$ cat src/rtl/i2s_tx_sched_if.sv
// i2s_tx_sched_if: requester-side valid/ready bus shared by NUM_SRC sample sources
//   src_mask  : per-source arbitration eligibility
//   src_valid : per-source sample pair available
//   src_left  : packed left samples, source k at [k*AUDIO_DW +: AUDIO_DW]
//   src_right : packed right samples, same packing
//   src_ready : one-hot grant from the scheduler
//   master = sources side, slave = scheduler side
interface i2s_tx_sched_if #(
    parameter int NUM_SRC  = 4,
    parameter int AUDIO_DW = 24
);
    logic [NUM_SRC-1:0]          src_mask;
    logic [NUM_SRC-1:0]          src_valid;
    logic [NUM_SRC-1:0]          src_ready;
    logic [NUM_SRC*AUDIO_DW-1:0] src_left;
    logic [NUM_SRC*AUDIO_DW-1:0] src_right;
    modport master (output src_mask, src_valid, src_left, src_right, input src_ready);
    modport slave (input src_mask, src_valid, src_left, src_right, output src_ready);
endinterface

$ cat src/rtl/i2s_tx_sched.sv
// i2s_tx_sched: round-robin stereo sample scheduler feeding an I2S transmitter
//   sclk         : bit clock, all logic on rising edge
//   rst          : synchronous reset, active-low
//   enable       : run request, start/stop aligned to frame boundaries
//   bus          : requester valid/ready bus (slave side)
//   left_chan    : held left sample      right_chan : held right sample
//   frame_start  : high while frame counter is 0
//   grant_id     : index of last granted source
//   underrun     : one-cycle pulse when nothing eligible at the load point
//   underrun_cnt : saturating underrun count
//   busy         : scheduler not OFF
//   Macro I2S_SCHED_HOLD_EN: on underrun repeat the last sample instead of muting
module i2s_tx_sched #(
    parameter int AUDIO_DW  = 24,
    parameter int PRESCALER = 32,
    parameter int NUM_SRC   = 4,
    parameter int LOAD_CNT  = 2*PRESCALER-4
) (
    input  logic                       sclk,
    input  logic                       rst,
    input  logic                       enable,
    i2s_tx_sched_if.slave              bus,
    output logic [AUDIO_DW-1:0]        left_chan,
    output logic [AUDIO_DW-1:0]        right_chan,
    output logic                       frame_start,
    output logic [$clog2(NUM_SRC)-1:0] grant_id,
    output logic                       underrun,
    output logic [15:0]                underrun_cnt,
    output logic                       busy
);
    localparam int FW = $clog2(2*PRESCALER);
    localparam int IW = $clog2(NUM_SRC);
    localparam logic [FW-1:0] LAST = FW'(2*PRESCALER-1);
    localparam logic [FW-1:0] LOAD = FW'(LOAD_CNT);

    typedef enum logic [1:0] {OFF, RUN, DRAIN} state_t;

    state_t            state, state_nxt;
    logic [FW-1:0]     frame_cnt;
    logic [IW-1:0]     ptr, win, idx;
    logic [NUM_SRC-1:0] cand;
    logic              found, frame_end, load_cyc, grant;

    assign cand      = bus.src_valid & bus.src_mask;
    assign frame_end = frame_cnt == LAST;
    assign load_cyc  = frame_cnt == LOAD;
    assign grant     = state == RUN && load_cyc && found;
    assign bus.src_ready = grant ? NUM_SRC'(1) << win : '0;

    // first candidate after the pointer, wrapping, so the last winner has lowest priority
    always_comb begin
        found = 1'b0;
        win   = ptr;
        idx   = ptr;
        for (int i = 1; i <= NUM_SRC; i++) begin
            idx = IW'((int'(ptr) + i) % NUM_SRC);
            if (!found && cand[idx]) begin
                found = 1'b1;
                win   = idx;
            end
        end
    end

    // OFF only leaves at a frame end; DRAIN finishes the current frame unless re-enabled
    always_comb begin
        state_nxt = state == OFF ? (enable && frame_end ? RUN : OFF)
                  : state == RUN ? (enable ? RUN : DRAIN)
                  : (enable ? RUN : frame_end ? OFF : DRAIN);
    end

    always_ff @(posedge sclk) begin
        if (!rst) begin
            frame_cnt    <= '0;
            state        <= OFF;
            busy         <= 1'b0;
            frame_start  <= 1'b0;
            left_chan    <= '0;
            right_chan   <= '0;
            grant_id     <= '0;
            underrun     <= 1'b0;
            underrun_cnt <= '0;
            ptr          <= IW'(NUM_SRC-1);
        end else begin
            frame_cnt   <= frame_end ? '0 : frame_cnt + 1'b1;
            frame_start <= frame_end;
            state       <= state_nxt;
            busy        <= state_nxt != OFF;
            underrun    <= 1'b0;
            if (load_cyc) begin
                if (state != RUN) begin
                    left_chan  <= '0;
                    right_chan <= '0;
                end else if (found) begin
                    left_chan  <= bus.src_left[int'(win)*AUDIO_DW +: AUDIO_DW];
                    right_chan <= bus.src_right[int'(win)*AUDIO_DW +: AUDIO_DW];
                    grant_id   <= win;
                    ptr        <= win;
                end else begin
                    underrun <= 1'b1;
                    if (underrun_cnt != 16'hFFFF)
                        underrun_cnt <= underrun_cnt + 1'b1;
`ifdef I2S_SCHED_HOLD_EN
                    left_chan  <= left_chan;
                    right_chan <= right_chan;
`else
                    left_chan  <= '0;
                    right_chan <= '0;
`endif
                end
            end
        end
    end
endmodule

$ cat src/flat_wrapper.sv
// flat-port wrapper written by rule: the top's interface ports become plain ports
module i2s_tx_sched_flat 
#(
    parameter int AUDIO_DW  = 24,
    parameter int PRESCALER = 32,
    parameter int NUM_SRC   = 4,
    parameter int LOAD_CNT  = 2*PRESCALER-4
)
  (sclk, rst, enable, left_chan, right_chan, frame_start, grant_id, underrun, underrun_cnt, busy, bus_src_mask, bus_src_valid, bus_src_left, bus_src_right, bus_src_ready);
  i2s_tx_sched_if #(.NUM_SRC(NUM_SRC), .AUDIO_DW(AUDIO_DW)) bus_i ();
  input  logic sclk;
  input  logic rst;
  input  logic enable;
  output logic [AUDIO_DW-1:0] left_chan;
  output logic [AUDIO_DW-1:0] right_chan;
  output logic frame_start;
  output logic [$clog2(NUM_SRC)-1:0] grant_id;
  output logic underrun;
  output logic [15:0] underrun_cnt;
  output logic busy;
  input wire logic [$bits(bus_i.src_mask)-1:0] bus_src_mask;
  input wire logic [$bits(bus_i.src_valid)-1:0] bus_src_valid;
  input wire logic [$bits(bus_i.src_left)-1:0] bus_src_left;
  input wire logic [$bits(bus_i.src_right)-1:0] bus_src_right;
  output wire logic [$bits(bus_i.src_ready)-1:0] bus_src_ready;
  assign bus_i.src_mask = bus_src_mask;
  assign bus_i.src_valid = bus_src_valid;
  assign bus_i.src_left = bus_src_left;
  assign bus_i.src_right = bus_src_right;
  assign bus_src_ready = bus_i.src_ready;
  i2s_tx_sched #(.AUDIO_DW(AUDIO_DW), .PRESCALER(PRESCALER), .NUM_SRC(NUM_SRC), .LOAD_CNT(LOAD_CNT)) u_core (.sclk(sclk), .rst(rst), .enable(enable), .bus(bus_i), .left_chan(left_chan), .right_chan(right_chan), .frame_start(frame_start), .grant_id(grant_id), .underrun(underrun), .underrun_cnt(underrun_cnt), .busy(busy));
endmodule
$ cat config.mk
export PLATFORM = sky130hd
export DESIGN_NAME = i2s_tx_sched_flat
export DESIGN_NICKNAME = d
export VERILOG_FILES = /design/src/rtl/i2s_tx_sched_if.sv /design/src/rtl/i2s_tx_sched.sv /design/src/flat_wrapper.sv
export SDC_FILE = /design/constraint.sdc
export NUM_CORES = 1
export LEC_CHECK = 0
export CORE_ASPECT_RATIO = 1.4
export CORE_MARGIN = 5
export CORE_UTILIZATION = 37
export DETAILED_ROUTE_END_ITERATION = 7
export PLACE_DENSITY = 0.82
export REMOVE_ABC_BUFFERS = 1
export SETUP_SLACK_MARGIN = 0.1
export SLEW_MARGIN = 15
export SYNTH_ARGS = -nofsm -noshare
export SYNTH_HDL_FRONTEND = slang
export SYNTH_SLANG_ARGS = --single-unit
$ cat constraint.sdc
create_clock -name sclk -period 2.28 [get_ports sclk]
set_input_delay 0.456 -clock sclk [delete_from_list [all_inputs] [get_ports sclk]]
set_output_delay 0.456 -clock sclk [all_outputs]
set_load 0.01 [all_outputs]
After elaboration in Yosys (flattened, before gate mapping)
Index checks and enable logic that the tools add are counted.

storage, ports and cells
  flip-flop bits (word level) = 79
  output and inout bits = 73
  bits of input ports = 203

cells by class
  bitwise operators = 5
  muxes and demuxes = 28
  $add $sub $neg = 6
  equal/unequal tests = 5
  magnitude comparators = 4
  multipliers = 1
  shifts and indexed selects = 3
  reductions and logical operators = 15

operators with widths
  operator                                                                      count
  96-bit by 32-bit indexed part select with 24-bit output                       2
  24-bit 2-to-1 mux                                                             4
  2-bit 2-to-1 mux                                                              9
  16-bit by 1-bit adder with 16-bit output, second input constant               1
  16-bit inequality test, second input constant                                 1
  6-bit equality test, second input constant                                    2
  2-bit by 3-bit less-than comparator with 1-bit output, second input constant  4
  1-bit 2-to-1 mux                                                              10
  1-bit binary-select mux with 2-bit select                                     4
  6-bit by 1-bit adder with 6-bit output, second input constant                 1
  1-bit logical AND                                                             6
  2-bit by 1-bit adder with 2-bit output, second input constant                 2
  2-bit adder, second input constant                                            2
  4-bit AND                                                                     1
  2-bit by 2-bit multiplier with 4-bit output, second input constant            1
  4-bit 2-to-1 mux                                                              1
  1-bit NOT                                                                     4
  4-bit AND reduction                                                           1
  1-bit by 2-bit << shifter with 4-bit output, first input constant             1
  1-bit logical NOT                                                             3
  3-bit AND reduction                                                           1
  3-bit OR reduction                                                            1
  2-bit by 1-bit equality test with 1-bit output, second input constant         1
  2-bit logical NOT                                                             1
  other kinds (3)                                                               3

Longest topological paths before layout
Gate-level depths: netlist (run 1).

  depth in word-level cells = 17
  mapped depth = 9

Least setup slack after synthesis (run 1)
OpenSTA, ideal clock, no wires.

  path kind = input port to output port
  from = input bus_src_valid[3]
  to = output bus_src_ready[2]
  data required time = 1.824 ns
  setup slack = 0.141 ns
  path buffers = 2
  data arrival time = 1.683 ns
  cell stages on the path = 7
  cell sequence = nand2_1 -> nor2_1 -> o21ai_0 -> and3_1 -> buf_2 -> clkbuf_1 -> and3_1

on the way
  cells in the longest elaborated chain, start to end = 15
  elaborated cells on any way between the ends = 26
  those cells by class = shift (1); mux (17); bitwise (1); reduce/logical (7)

RTL lines
  what                                                                                     RTL line                                text
  start, declared                                                                          flat_wrapper.sv:22                      input wire logic [$bits(bus_i.src_valid)-1:0] bus_src_valid;
  4-bit AND (*)                                                                            i2s_tx_sched.sv:44                      assign cand = bus.src_valid & bus.src_mask;
  1-bit binary-select mux with 2-bit select                                                i2s_tx_sched.sv:57                      if (!found && cand[idx]) begin
  1-bit 2-to-1 mux (not written as such)                                                   i2s_tx_sched.sv:57
  1-bit 2-to-1 mux                                                                         i2s_tx_sched.sv:57
  1-bit logical NOT                                                                        i2s_tx_sched.sv:57
  1-bit logical AND                                                                        i2s_tx_sched.sv:57
  1-bit 2-to-1 mux                                                                         i2s_tx_sched.sv:57
  1-bit logical NOT                                                                        i2s_tx_sched.sv:57
  1-bit logical AND                                                                        i2s_tx_sched.sv:57
  1-bit 2-to-1 mux                                                                         i2s_tx_sched.sv:57
  1-bit logical NOT                                                                        i2s_tx_sched.sv:57
  1-bit logical AND                                                                        i2s_tx_sched.sv:57
  2-bit 2-to-1 mux / 1-bit 2-to-1 mux (equally long branches)                              i2s_tx_sched.sv:57
  1-bit by 2-bit << shifter with 4-bit output / 1-bit logical AND (equally long branches)  i2s_tx_sched.sv:48, i2s_tx_sched.sv:47
  4-bit 2-to-1 mux (*)                                                                     i2s_tx_sched.sv:48                      assign bus.src_ready = grant ? NUM_SRC'(1) << win : '0;
  end, declared                                                                            flat_wrapper.sv:25                      output wire logic [$bits(bus_i.src_ready)-1:0] bus_src_ready;

Every way passes the cells marked *; elsewhere a longest branch is shown, timed or not. The select of a mux whose other input is x is not followed.

Final worst setup path (run 1)
  from = register u_core.frame_cnt[0]
  to = output bus_src_ready[3]

on the way
  cells in the longest elaborated chain, start to end = 4

RTL lines
  what                             RTL line            text
  start, declared                  i2s_tx_sched.sv:39  logic [FW-1:0] frame_cnt;
  start signal, assigned           i2s_tx_sched.sv:84  frame_cnt <= frame_end ? '0 : frame_cnt + 1'b1;
  6-bit equality test              i2s_tx_sched.sv:46  assign load_cyc = frame_cnt == LOAD;
  1-bit logical AND (2 in series)  i2s_tx_sched.sv:47  assign grant = state == RUN && load_cyc && found;
  4-bit 2-to-1 mux                 i2s_tx_sched.sv:48

Every way passes these cells.

==> metrics.txt, run 1 <==
status=finished, violations left; failing checks=negative setup slack; max-cap viol count=0; CP peak stage delay=0.32 ns; Vias=4,884; Starting Density=37.5%; pin count of the biggest net entering global routing=37; die width=100 um; clock transition at the registers of the reported paths=0.06 ns; most frequent cells in the layout=clkdlybuf4s50_1 (263), mux2i_1 (95), nand2_1 (84); TritonRoute pass-1 iters=4; num rows=46; # DRC=0; Critical Path Sink Type=primary output; worst min path class=register to register; r2r startpoint=u_core.frame_cnt[0]; post-synth top area cell=dfxtp_1; critical path arrival=1.84 ns; Final GP Congestion=0.871; root buf cell=clkbuf_16; Critical Path RT=1.82 ns; Non-Filler Instances=918; Final Routed Wirelength=17,800 um; H-tree depth=3; post-DP HPWL=12,700 um; worst-margin pin slew=0.629 ns; vias in the first global route=5,224; Fmax achieved=435 MHz; CTS sink count=79; initial antenna violation count=0; share of cells above drive strength 1=16.9%; DRT antenna net count=0; first-pass GRT wire length=25,700 um; Syn Area/Cell=8.98 um^2; Die Y=136 um; sw power=912 uW; # setup viols final=1; simple-gate share of the synthesized area=17.0%; Placed Cells=876; post-synth top area share=37.6%; Clk Latency, worst-skew pair=0.33 ns; Setup WS post-layout=-0.0200 ns; synth top area cells=dfxtp_1 (38%), mux2i_1 (23%), nand2_1 (7.9%); Post-CTS Hold Buffers=0; crit share post-route=101%; Area Growth Syn to Fin=96.9%; area of the core=0.0112 mm^2; commonest non-fill, non-tap cell in the layout=clkdlybuf4s50_1; adder-cell area share of the yosys netlist=0.893%; Synth Area in Compound Gates=14.2%; Cell Pwr Density=428 mW/mm^2; Netlist cell types=34; RSZ-0062 raised after global routing=true; peak supply drop=0.000303 V; Hold Vio Cnt, Final=0; WL/cell=19.4 um; synthesized cell area=0.00420 mm^2; Ports=276; Num CTS Buffers=9; min-delay src=u_core.left_chan[12]; relative slew slack=57.9%; GRT Overall Usage=24.0%; cell breakdown of the critical path=inv_2, ha_4, nand3_4, nor4b_4, buf_4, and2_4, buf_6, and3_4, buf_6; cell-internal power=2630 uW; Seq pwr share=39.2%; n_diodes=0; CP dominant cell by count=buf_6; reg2reg end=u_core.underrun_cnt[14]; clk buf depth=2; Comb power frac=23.7%; 1st-iter DRT viols=148; die footprint=0.0136 mm^2; worst reg-to-reg path cell count=11; mux cell area share after synthesis=23.3%; sequential element share of the synthesized area=37.6%; yosys warns=0; crit path launch type=register; Post-Route Setup TNS=-0.0200 ns; r2r setup slk=0.04 ns; hold endpoint=u_core.left_chan[12]; Slew Viols, Final=0; clk_skew=0.00845 ns; # port buffers=275; Post-layout nets=975; crit path time final=2.30 ns; register bit total from synthesis=79; Setup Crit Path Kind=register to primary output; largest family of logic cells by synthesized area=multiplexers; CP max stage cell=dfxtp_2; CTS tree=done; Hold Path Depth=1; clock share of power=37.1%; GR Overflow Total=0; via-per-instance ratio=5.32; xor and xnor area share after synthesis=3.13%; worst-path fanout max=2; Net Sw Frac=25.7%; P_leak=0.00330 uW; Post-Syn Instances=468
per-stage QoR:
step | power (uW) | utilization, % | hold WS (ns) | setup WS [ns] | area, um^2
after floorplan | 1740 | - | 0.430 | -4.54 | 4070
after global placement | 2150 | 64.7 | 0.446 | -0.366 | 7270
after detailed placement | 2160 | 64.7 | 0.455 | -0.427 | 7270
after CTS | 3540 | 70.5 | 0.468 | -0.0454 | 7920
after global routing | 3680 | 73.7 | 0.492 | -0.0738 | 8280
final | 3550 | 73.7 | 0.465 | -0.0200 | 8280
cell type report:
type                            instances  area (um^2)
Timing Repair Buffer                  322         3380
Fill cell                             759         2950
Multi-Input combinational cell        351         2840
Sequential cell                        79         1580
Clock buffer                            9          225
Tap cell                              144          180
Clock inverter                          7         50.0
Inverter                                6         22.5
synthesized netlist by cell type:
cell / number
buf_2: 11
nor3_1: 3
or2_2: 1
and4_1: 2
and2_1: 1
nand2_1: 89
a21oi_1: 7
o221ai_1: 23
or3_1: 5
mux2i_1: 98
ha_1: 3
o311a_1: 1
nand3_1: 11
inv_1: 6
dfxtp_1: 79
or3b_1: 1
nand2_2: 1
a22oi_1: 1
nand4_1: 4
xnor2_1: 4
nor4b_4: 1
xor2_1: 11
clkbuf_1: 20
o211a_1: 1
a2111oi_0: 1
a2bb2oi_1: 1
o21ai_0: 10
nand3_2: 1
o21bai_1: 1
a32o_1: 25
nor2_1: 35
and3_1: 7
o2bb2ai_1: 1
buf_1: 2
sequential cells by signal, indices dropped and copies added (netlist names):
name,flops
u_core.left_chan,24
u_core.right_chan,24
u_core.underrun_cnt,16
u_core.frame_cnt,6
u_core.grant_id,2
u_core.ptr,2
u_core.state,2
u_core.busy,1
u_core.frame_start,1
u_core.underrun,1
kinds of logic (layout without fill, tap and decap cells):
kind of cell,after synthesis,count (layout)
DFF,79,79
buffers and inverters,39,344
xor gates and xnor gates,15,15
muxes,98,98
AOI/OAI and AO/OA,72,72
and+or+nand+nor,162,163
adders and majority gates,3,3
power by group through the flow:
stage | Combinational (uW) | Sequential (uW) | Clock [uW]
finish | 842 | 1390 | 1320
detailed placement | 744 | 1420 | 0
global placement | 731 | 1420 | 0
floorplan | 322 | 1420 | 0
global route | 893 | 1390 | 1400
CTS | 817 | 1390 | 1330
what timing repair did:
action	CTS	global route
setup endpoints to repair	44	60
gates resized for setup	68	47
pin swaps	19	15
gates cloned	5	4
buffers inserted	15	5
per-layer routing:
layer  vias up  track usage, %  part of all wire, %
met3        54            8.57                  8.5
met2       247            44.4                   53
li1       2316               -                    -
met4         0            10.0                  4.5
met5         -               0                    0
met1      2267            23.9                   34
worst max-delay path by stage:
stage,start,endpoint,slack [ns],cells after the start
after global routing,u_core.frame_cnt[0],bus_src_ready[3],-0.07,9
final,u_core.frame_cnt[0],bus_src_ready[3],-0.02,9
after detailed placement,bus_src_valid[0],bus_src_ready[1],-0.43,6
after global placement,bus_src_valid[3],bus_src_ready[0],-0.37,7
after floorplan,bus_src_valid[3],u_core.left_chan[14],-4.54,5
after CTS,u_core.frame_cnt[1],bus_src_ready[3],-0.05,9
critical path, delay by kind of cell (launching register included):
| family | cells | cell delay [ns] |
|---|---|---|
| simple gates | 4 | 0.64 |
| buf+inv | 4 | 0.41 |
| flops | 1 | 0.32 |
| fa+ha+maj | 1 | 0.14 |
Note: power is estimated with default switching activity, not from simulation.
==> run 2, diff against run 1 <==
- REMOVE_ABC_BUFFERS: 1 -> not set
==> metrics.txt, run 2 (synthesis results as in run 1) <==
status=finished clean; vias in the first global route=4,924; CTS tree=done; Critical Path Sink Type=primary output; RSZ-0062 raised after global routing=true; area of the core=0.0112 mm^2; GRT Overall Usage=22.7%; Post-CTS Hold Buffers=0; r2r setup slk=0.19 ns; Setup Crit Path Kind=register to primary output; Cell Pwr Density=451 mW/mm^2; commonest non-fill, non-tap cell in the layout=clkdlybuf4s50_1; pre-CTS setup slack=-0.511 ns; biggest regs=u_core.left_chan (24), u_core.right_chan (24), u_core.underrun_cnt (16); # port buffers=275; reg2reg end=u_core.underrun_cnt[14]; CTS sink count=79; Critical Path RT=1.82 ns; crit path time final=2.18 ns; cell breakdown of the critical path=inv_2, ha_4, nand3_4, nor4b_4, and2_4, and3_4, buf_6; first-pass GRT wire length=24,500 um; Final Routed Wirelength=16,600 um; # DRC=0; r2r startpoint=u_core.frame_cnt[0]; Syn Nets=674; worst-margin pin slew=0.595 ns; Hold Vio Cnt, Final=0; max-cap viol count=0; worst-path fanout max=3; Area Growth Syn to Fin=86.2%; # setup viols final=0; fillcell total=819; Final GP Congestion=0.841; H-tree depth=3; 1st-iter DRT viols=131; Vias=4,699; WL/cell=18.3 um; Ports=276; TritonRoute pass-1 iters=4; n_diodes=0; initial antenna violation count=0; Fmax achieved=460 MHz; DRT antenna net count=0; crit share post-route=95.4%; crit path launch type=register; via-per-instance ratio=5.19; Die Y=136 um; share of cells above drive strength 1=12.2%; Post-layout nets=962; Multi-input gate area=0.00264 mm^2; worst min path class=register to register; hold_ws=0.458 ns; GR Overflow Total=0; Num CTS Buffers=9; peak supply drop=0.000301 V; pin count of the biggest net entering global routing=27; Setup WS post-layout=0.104 ns; Post-Route Setup TNS=0 ns; Critical Path End=bus_src_ready[2]; CP peak stage delay=0.33 ns; critical path arrival=1.72 ns; Clk Latency, worst-skew pair=0.33 ns; worst reg-to-reg path cell count=9; Starting Density=37.5%; num rows=46; CP max stage cell=dfxtp_2; clock transition at the registers of the reported paths=0.06 ns; CP startpoint=u_core.frame_cnt[0]; Slew Viols, Final=0; clk_skew=0.00543 ns; post-DP HPWL=12,900 um; Hold Path Depth=2; relative slew slack=60.2%; die footprint=0.0136 mm^2; root buf cell=clkbuf_16; clk buf depth=2; FF+latch area=0.00158 mm^2; P_leak=0.00314 uW; die width=100 um; most frequent cells in the layout=clkdlybuf4s50_1 (263), mux2i_1 (93), nand2_1 (85)
## run 2: critical path, delay by kind of cell (launching register included)
kind	cells	cell delay [ns]
and+or+nand+nor	4	0.77
DFF	1	0.33
buffers and inverters	2	0.16
adders and majority gates	1	0.14
## run 2: worst min path at each step
stage                    startpoint                   end
3_3_place_gp   u_core.right_chan[1]  u_core.right_chan[1]
2_1_floorplan   u_core.frame_cnt[0]   u_core.frame_cnt[0]
3_5_place_dp    u_core.left_chan[4]   u_core.left_chan[4]
6_report        u_core.left_chan[4]   u_core.left_chan[4]
5_1_grt        u_core.left_chan[11]  u_core.left_chan[11]
4_1_cts         u_core.left_chan[4]   u_core.left_chan[4]
## run 2: area by class of cell
class                           count  area share [%]
Clock buffer                       13            3.33
Clock inverter                      3           0.224
Inverter                            6           0.288
Multi-Input combinational cell    350            33.7
Sequential cell                    79            20.2
Tap cell                          144            2.30
Timing Repair Buffer              310            39.9
## run 2: routing by layer
layer | up-vias | GRT usage, % | share of wire, %
met5 | - | 0 | 0
met4 | 0 | 7.72 | 1.8
met3 | 19 | 6.47 | 9.2
met2 | 220 | 43.8 | 54
met1 | 2181 | 23.0 | 35
li1 | 2279 | - | -
## run 2: report_power, final
part	switching [uW]	total [uW]	internal [uW]
combinational	304	815	511
clock	533	1330	793
sequential	3.15	1390	1390
## run 2: through the flow
stage	utilization, %	instance area [um^2]	power (uW)	instances
global placement	65.1	7310	2160	883
detailed placement	65.1	7310	2180	883
CTS	69.2	7760	3550	904
finish	69.7	7830	3530	905
floorplan	-	4200	1720	468
global route	69.7	7830	3660	905
## run 2: what timing repair did
| action | in CTS | in global routing |
|---|---|---|
| gates resized for setup | 53 | 16 |
| cloned | 3 | 0 |
| pin swaps | 19 | 12 |
| buffers inserted | 3 | 1 |
| endpoints found under the setup margin | 56 | 44 |
